File: src/rtl/lsu_dmem_master.sv
// Load/store initiator for a word-addressed dmem: sub-word extract/extend and store read-modify-write.
// Optional LSU_BOUNDS_CHECK_EN flags accesses whose upper address bits fall outside dmem.
module lsu_dmem_master #(
  parameter int unsigned ADDR_W = 5,
  parameter int unsigned DATA_W = 32
) (
  input  logic              clk,
  input  logic              rst_n,
  input  logic              req_valid,
  output logic              req_ready,
  input  logic              req_we,
  input  logic [2:0]        req_funct3,
  input  logic [31:0]       req_addr,
  input  logic [DATA_W-1:0] req_wdata,
  output logic              resp_valid,
  input  logic              resp_ready,
  output logic [DATA_W-1:0] resp_rdata,
  output logic              resp_err,
  output logic [ADDR_W-1:0] dmem_r_addr,
  output logic [ADDR_W-1:0] dmem_w_addr,
  output logic              dmem_read,
  output logic              dmem_write,
  output logic [DATA_W-1:0] dmem_data_out,
  input  logic [DATA_W-1:0] dmem_data_in
);

  typedef enum logic [2:0] {StIdle, StRdIssue, StRdCapt, StWr, StResp} state_e;

  state_e              state_q, state_d;
  logic                we_q, we_d;
  logic [2:0]          f3_q, f3_d;
  logic [1:0]          off_q, off_d;
  logic [ADDR_W-1:0]   waddr_q, waddr_d;
  logic [DATA_W-1:0]   wdata_q, wdata_d;
  logic [DATA_W-1:0]   rdata_q, rdata_d;
  logic                err_q, err_d;

  logic                illegal, misaligned, out_of_range, req_err;
  logic [7:0]          byte_sel;
  logic [15:0]         half_sel;
  logic [DATA_W-1:0]   load_ext, store_merge;

  // Request error decode, evaluated combinationally on the incoming request.
  always_comb begin
    illegal = 1'b0;
    unique case (req_funct3)
      3'b000, 3'b001, 3'b010: illegal = 1'b0;
      3'b100, 3'b101:         illegal = req_we;
      default:                illegal = 1'b1;
    endcase
    misaligned = 1'b0;
    if (req_funct3[1:0] == 2'b01) misaligned = req_addr[0];
    if (req_funct3 == 3'b010)     misaligned = (req_addr[1:0] != 2'b00);
  end

`ifdef LSU_BOUNDS_CHECK_EN
  assign out_of_range = |req_addr[31:ADDR_W+2];
`else
  logic unused_upper_addr;
  assign unused_upper_addr = ^req_addr[31:ADDR_W+2];
  assign out_of_range      = 1'b0;
`endif

  assign req_err = illegal | misaligned | out_of_range;

  // Lane extraction and merge operate on the word returned by dmem.
  always_comb begin
    byte_sel = 8'h00;
    unique case (off_q)
      2'd0: byte_sel = dmem_data_in[7:0];
      2'd1: byte_sel = dmem_data_in[15:8];
      2'd2: byte_sel = dmem_data_in[23:16];
      2'd3: byte_sel = dmem_data_in[31:24];
      default: byte_sel = 8'h00;
    endcase
    half_sel = off_q[1] ? dmem_data_in[31:16] : dmem_data_in[15:0];

    load_ext = dmem_data_in;
    unique case (f3_q)
      3'b000:  load_ext = {{24{byte_sel[7]}}, byte_sel};
      3'b100:  load_ext = {24'h000000, byte_sel};
      3'b001:  load_ext = {{16{half_sel[15]}}, half_sel};
      3'b101:  load_ext = {16'h0000, half_sel};
      default: load_ext = dmem_data_in;
    endcase

    store_merge = dmem_data_in;
    if (f3_q[1:0] == 2'b00) begin
      unique case (off_q)
        2'd0: store_merge[7:0]   = wdata_q[7:0];
        2'd1: store_merge[15:8]  = wdata_q[7:0];
        2'd2: store_merge[23:16] = wdata_q[7:0];
        2'd3: store_merge[31:24] = wdata_q[7:0];
        default: store_merge = dmem_data_in;
      endcase
    end else if (f3_q[1:0] == 2'b01) begin
      if (off_q[1]) store_merge[31:16] = wdata_q[15:0];
      else          store_merge[15:0]  = wdata_q[15:0];
    end
  end

  always_comb begin
    state_d = state_q;
    we_d    = we_q;
    f3_d    = f3_q;
    off_d   = off_q;
    waddr_d = waddr_q;
    wdata_d = wdata_q;
    rdata_d = rdata_q;
    err_d   = err_q;
    unique case (state_q)
      StIdle: begin
        if (req_valid) begin
          we_d    = req_we;
          f3_d    = req_funct3;
          off_d   = req_addr[1:0];
          waddr_d = req_addr[ADDR_W+1:2];
          wdata_d = req_wdata;
          rdata_d = '0;
          err_d   = req_err;
          if (req_err)                             state_d = StResp;
          else if (req_we && req_funct3 == 3'b010) state_d = StWr;
          else                                     state_d = StRdIssue;
        end
      end
      StRdIssue: state_d = StRdCapt;
      StRdCapt: begin
        if (we_q) begin
          wdata_d = store_merge;
          state_d = StWr;
        end else begin
          rdata_d = load_ext;
          state_d = StResp;
        end
      end
      StWr: state_d = StResp;
      StResp: begin
        if (resp_ready) begin
          rdata_d = '0;
          err_d   = 1'b0;
          state_d = StIdle;
        end
      end
      default: state_d = StIdle;
    endcase
  end

  always_ff @(posedge clk or negedge rst_n) begin
    if (!rst_n) begin
      state_q <= StIdle;
      we_q    <= 1'b0;
      f3_q    <= 3'b000;
      off_q   <= 2'b00;
      waddr_q <= '0;
      wdata_q <= '0;
      rdata_q <= '0;
      err_q   <= 1'b0;
    end else begin
      state_q <= state_d;
      we_q    <= we_d;
      f3_q    <= f3_d;
      off_q   <= off_d;
      waddr_q <= waddr_d;
      wdata_q <= wdata_d;
      rdata_q <= rdata_d;
      err_q   <= err_d;
    end
  end

  // Outputs decode straight from state so reset clears strobes immediately.
  assign req_ready     = (state_q == StIdle);
  assign resp_valid    = (state_q == StResp);
  assign resp_rdata    = (state_q == StResp) ? rdata_q : '0;
  assign resp_err      = (state_q == StResp) & err_q;
  assign dmem_read     = (state_q == StRdIssue);
  assign dmem_write    = (state_q == StWr);
  assign dmem_data_out = (state_q == StWr) ? wdata_q : '0;
  assign dmem_r_addr   = waddr_q;
  assign dmem_w_addr   = waddr_q;

`ifndef SYNTHESIS
  strobe_excl_a: assert property (@(posedge clk) disable iff (!rst_n) !(dmem_read && dmem_write));
`endif

endmodule

File: config.mk
export PLATFORM = sky130hd
export DESIGN_NAME = lsu_dmem_master
export DESIGN_NICKNAME = d
export VERILOG_FILES = /design/src/rtl/lsu_dmem_master.sv
export SDC_FILE = /design/constraint.sdc
export NUM_CORES = 1
export LEC_CHECK = 0
export ABC_AREA = 1
export BUFFER_PORTS_ARGS = -buffer_cell sky130_fd_sc_hd__buf_2
export CAP_MARGIN = 20
export CORE_MARGIN = 2
export CORE_UTILIZATION = 30
export CTS_CLUSTER_SIZE = 10
export DETAILED_ROUTE_END_ITERATION = 10
export RECOVER_POWER = 25
export SYNTH_ARGS = -nofsm -noshare
export SYNTH_HDL_FRONTEND = slang
export SYNTH_SLANG_ARGS = --single-unit
File: constraint.sdc
create_clock -name clk -period 4.18 [get_ports clk]
set_input_delay 0.418 -clock clk [delete_from_list [all_inputs] [get_ports clk]]
set_output_delay 0.418 -clock clk [all_outputs]
set_load 0.03 [all_outputs]
# After elaboration in Yosys (flattened, before gate mapping)
# Cells that the tools add are included.
[op_classes]
n_eq_ne = 22
muxes = 32
n_bitwise = 2
n_reduce_logical = 19
[op_table]
columns = ["operator", "count"]
rows = [
  ["32-bit 2-to-1 mux", 9],
  ["32-bit case mux with 4 select lines", 1],
  ["32-bit case mux with 3 select lines", 1],
  ["32-bit case mux with 2 select lines", 1],
  ["16-bit 2-to-1 mux", 3],
  ["8-bit 2-to-1 mux", 4],
  ["8-bit case mux with 4 select lines", 1],
  ["3-bit equality test, second input constant", 5],
  ["3-bit case mux with 5 select lines", 1],
  ["3-bit 2-to-1 mux", 4],
  ["3-bit by 1-bit equality test with 1-bit output, second input constant", 3],
  ["3-bit by 2-bit equality test with 1-bit output, second input constant", 3],
  ["3-bit logical NOT", 3],
  ["4-bit AND reduction", 2],
  ["2-bit by 1-bit equality test with 1-bit output, second input constant", 3],
  ["2-bit != test, second input constant", 3],
  ["3-bit AND reduction", 2],
  ["2-bit nonzero test", 3],
  ["5-bit AND reduction", 1],
  ["2-bit equality test, second input constant", 2],
  ["2-bit logical NOT", 2],
  ["1-bit 2-to-1 mux", 4],
  ["4-bit != test, second input constant", 1],
  ["1-bit case mux with 2 select lines", 2],
  ["10 further kinds", 11],
]
[word_totals]
register_bits = 79
input_bits = 104
out_inout_bits = 79
wordCells = 85

# Depth between registers and ports, before layout
[logic_depth]
word_depth = 7
mapped_depth = 10

# Worst setup path after synthesis
# Ideal clock, no wire load.
[synth_path]
kind = "reg2out"
startpoint = "register state_q[1]"
endpoint = "output dmem_data_out[10]"
arrival_time_ns = 2.155
required_ns = 3.762
setup_slack_ns = 1.607
stages_incl_launch_ff = 6
n_path_buf = 1
path_cell_list = "dfrtp_1 -> inv_1 -> nor3_1 -> inv_1 -> clkbuf_1 -> nor2_1"
[synth_between]
elab_chain_len = 2
[synth_rtl]
columns = ["item", "line_no", "source"]
rows = [
  ["start, declared", "29", "state_e state_q, state_d;"],
  ["start signal, assigned", "150", "state_q <= StIdle;"],
  ["start signal, assigned", "159", "state_q <= state_d;"],
  ["3-bit by 2-bit equality test with 1-bit output", "-", ""],
  ["named net dmem_write", "22", "output logic dmem_write,"],
  ["32-bit 2-to-1 mux", "177", "assign dmem_data_out = (state_q == StWr) ? wdata_q : '0;"],
  ["end, declared", "23", "output logic [DATA_W-1:0] dmem_data_out,"],
]
# The timed path passes the listed nets, and every way through them passes these cells.

==> insert_results.sql <==
INSERT INTO impl_metrics (metric_group, metric, value, unit) VALUES
('synth', 'synth-compound-area-share', '12.3', '%'),
('synth', 'synth_top_area_share', '37.7', '%'),
('placed_design', 'post-dp-hpwl', '13.5', 'mm'),
('clock_network', 'clk_root_buffer_cell', 'sky130_fd_sc_hd__clkbuf_16', ''),
('clock_network', 'cts-root-to-sink-buffers', '2', ''),
('route', 'drt_iter0_drc', '366', ''),
('pwr', 'ir_drop', '404', 'uV'),
('timing', 'setup_viol', '0', ''),
('timing', 'worst_pin_slew', '1790', 'ps'),
('clock_network', 'post_cts_resized', '0', ''),
('route', 'totalWireLength', '17.9', 'mm'),
('pwr', 'combinational_group_share_of_total_power', '49.2', '%'),
('synth', 'post_synth_most_frequent_cells', '288 x sky130_fd_sc_hd__nand2_1, 110 x sky130_fd_sc_hd__nor2_1, 107 x sky130_fd_sc_hd__inv_1', ''),
('synth', 'synth_cells', '834', ''),
('synth', 'synth_simple_gate_area_share', '37.7', '%'),
('timing', 'min_period', '2780', 'ps'),
('pwr', 'leak', '3.52', 'nW'),
('setup_path', 'cp.required', '4300', 'ps'),
('floorplanning', 'io_pins', '183', ''),
('synth', 'synth.lib_cells_used.distinct', '29', ''),
('pwr', 'pwr_density_cell', '623', 'mW/mm2'),
('outcome', 'violations_in_the_final_reports', 'max-capacitance violations, max-slew violations', ''),
('route', 'num_vias', '5596', ''),
('grt', 'grt_pass1_vias', '4965', ''),
('clock_network', 'clk_pin_slew_worst_paths', '60', 'ps'),
('synth', 'yosysTopAreaCell', 'sky130_fd_sc_hd__dfrtp_1', ''),
('job', 'drv_cap', '1', ''),
('synth', 'ys_ff_latch', '79', ''),
('outcome', 'run_status', 'finished with violations', ''),
('timing', 'final_min_period_over_clock_period', '66.5', '%'),
('route', 'detail_route.first_pass.iterations', '5', ''),
('route', 'ant_nets', '0', ''),
('pwr', 'p_clk_share', '19.1', '%'),
('pwr', 'seqPwrFrac', '31.7', '%'),
('route', 'routed_wire_length_per_instance', '15.0', 'um'),
('timing', 'fin_tns_setup', '0', 'ps'),
('timing', 'hold_viol', '0', ''),
('floorplanning', 'coreArea', '0.0172', 'mm2'),
('final_layout', 'num-nets-final', '1070', ''),
('synth', 'synth_fp_nets', '938', ''),
('floorplanning', 'chipHeight', '136', 'um'),
('timing', 'grt_setup_unrepaired', 'no', ''),
('synth', 'post_synthesis_adder_cell_area_fraction', '0', '%'),
('final_layout', 'fill_cell_instance_count_of_the_final_layout', '1944', ''),
('grt', 'grt_util_all_layers', '19.3', '%'),
('synth', 'synth-edff-count', '0', ''),
('clock_network', 'cts-hold-fix-buffers', '0', ''),
('synth', 'ys.warnings.count', '0', ''),
('synth', 'ys_seq_area_share', '37.7', '%'),
('setup_path', 'critPathMaxFanout', '69', ''),
('pwr', 'power.internal', '0.00201', 'W'),
('floorplanning', 'floorplan.initialDensity', '30.6', '%'),
('clock_network', 'htree_num_levels', '3', ''),
('timing', 'finalMaxSlewViolations', '70', ''),
('grt', 'grt_antenna_before_repair', '2', ''),
('grt', 'global_route_total_overflow', '0', ''),
('clock_network', 'numCtsBuffers', '9', ''),
('grt', 'grt_start_max_net_pins', '80', ''),
('clock_network', 'tritoncts_num_sinks', '79', ''),
('synth', 'synthMuxAreaShare', '0', '%'),
('final_layout', 'utilization', '37.4', '%'),
('route', 'drcViolationCount', '0', ''),
('setup_path', 'sort_of_element_at_the_end_of_the_critical_path', 'asynchronous set/reset pin', ''),
('timing', 'timing.fmax', '360', 'MHz'),
('route', 'viasPerCell', '4.67', ''),
('hold_path', 'holdCritPathClass', 'in2reg', ''),
('pwr', 'switching_share', '49.9', '%'),
('timing', 'worst_clock_skew', '10.0', 'ps'),
('setup_path', 'worstSetupStartpointType', 'input port', ''),
('clock_network', 'setup_repair_bufs_after_cts', '0', ''),
('floorplanning', 'die_area', '0.0186', 'mm2');
metal layers:
metal	share of wire, %	GRT usage (%)
met5	0.089	0
met4	2.0	6.08
met3	7.3	4.51
met2	44	29.5
met1	46	27.0
power groups by stage:
| stage | logic (W) | registers (W) | clock network [W] |
|---|---|---|---|
| 2_1_floorplan | 0.00157 | 0.00121 | 0 |
| 3_3_place_gp | 0.00194 | 0.00127 | 0 |
| 3_5_place_dp | 0.00196 | 0.00127 | 0 |
| 4_1_cts | 0.00196 | 0.00126 | 0.000780 |
| 5_1_grt | 0.00222 | 0.00131 | 0.000807 |
| 6_report | 0.00197 | 0.00127 | 0.000764 |
cells by family (layout without fill, tap and decap cells):
kind of cell | after synthesis | count (layout)
simple gates | 477 | 477
buf+inv | 155 | 292
compound gates | 123 | 123
flops | 79 | 79
other cells | 0 | 2
flip-flops by register name, indices dropped and copies added (netlist names):
name and count:
we_q 1, rdata_q 32, err_q 1, wdata_q 32, state_q 3, f3_q 3, off_q 2, dmem_r_addr 5
layout make-up:
class                           count  area, um2  share of cell area, %
Clock inverter                      5       32.5                  0.507
Sequential cell                    79       1980                   30.8
Tap cell                          225        282                   4.39
Inverter                          116        438                   6.82
Timing Repair Buffer              160        807                   12.6
Clock buffer                       11        253                   3.94
Multi-Input combinational cell    600       2630                   40.9
Antenna cell                        2       5.00                 0.0780
worst max-delay path: stages:
cell and delay [ps]:
sky130_fd_sc_hd__dlygate4sd3_1 520, sky130_fd_sc_hd__clkbuf_1 500, sky130_fd_sc_hd__clkbuf_2 1400
per-stage QoR:
step	instance area, um2	setup slack, ps	std cells	total power, W	hold slack, ps
after global placement	6120	1730	1178	0.00321	459
after detailed placement	6120	1720	1178	0.00323	465
final	6420	1400	1198	0.00400	261
after CTS	6400	1580	1194	0.00401	259
after floorplan	5250	1610	834	0.00279	122
after global routing	6410	923	1196	0.00434	280
worst paths after layout:
kind / to / from / slack, ps / cells after the start
max reg2reg: wdata_q[8] / f3_q[1] / 1640 / 8
max in group clk: dmem_data_out[14] / state_q[1] / 1640 / 5
max: rdata_q[11] / rst_n / 1400 / 3
min: dmem_r_addr[4] / req_addr[6] / 260 / 3
min reg2reg: rdata_q[29] / rdata_q[29] / 480 / 2
min in group asynchronous: dmem_r_addr[3] / rst_n / 600 / 2
placed cells by master, fill, tap and decap left out, types with 3 or more instances in the layout:
| master | count |
|---|---|
| sky130_fd_sc_hd__nand2_1 | 288 |
| sky130_fd_sc_hd__buf_2 | 156 |
| sky130_fd_sc_hd__nor2_1 | 110 |
| sky130_fd_sc_hd__inv_1 | 107 |
| sky130_fd_sc_hd__dfrtp_1 | 79 |
| sky130_fd_sc_hd__o21ai_0 | 55 |
| sky130_fd_sc_hd__nand3_1 | 48 |
| sky130_fd_sc_hd__a21oi_1 | 46 |
| sky130_fd_sc_hd__o21ai_1 | 9 |
| sky130_fd_sc_hd__clkbuf_16 | 9 |
| sky130_fd_sc_hd__inv_2 | 8 |
| sky130_fd_sc_hd__nor2_2 | 7 |
| sky130_fd_sc_hd__o211ai_1 | 7 |
| sky130_fd_sc_hd__nor2_4 | 6 |
| sky130_fd_sc_hd__nand2_2 | 4 |
| sky130_fd_sc_hd__nor3_1 | 3 |
| sky130_fd_sc_hd__or2_1 | 3 |
| sky130_fd_sc_hd__nand3_2 | 3 |
| sky130_fd_sc_hd__clkinvlp_4 | 3 |
Power figures use the tool's default switching activity.
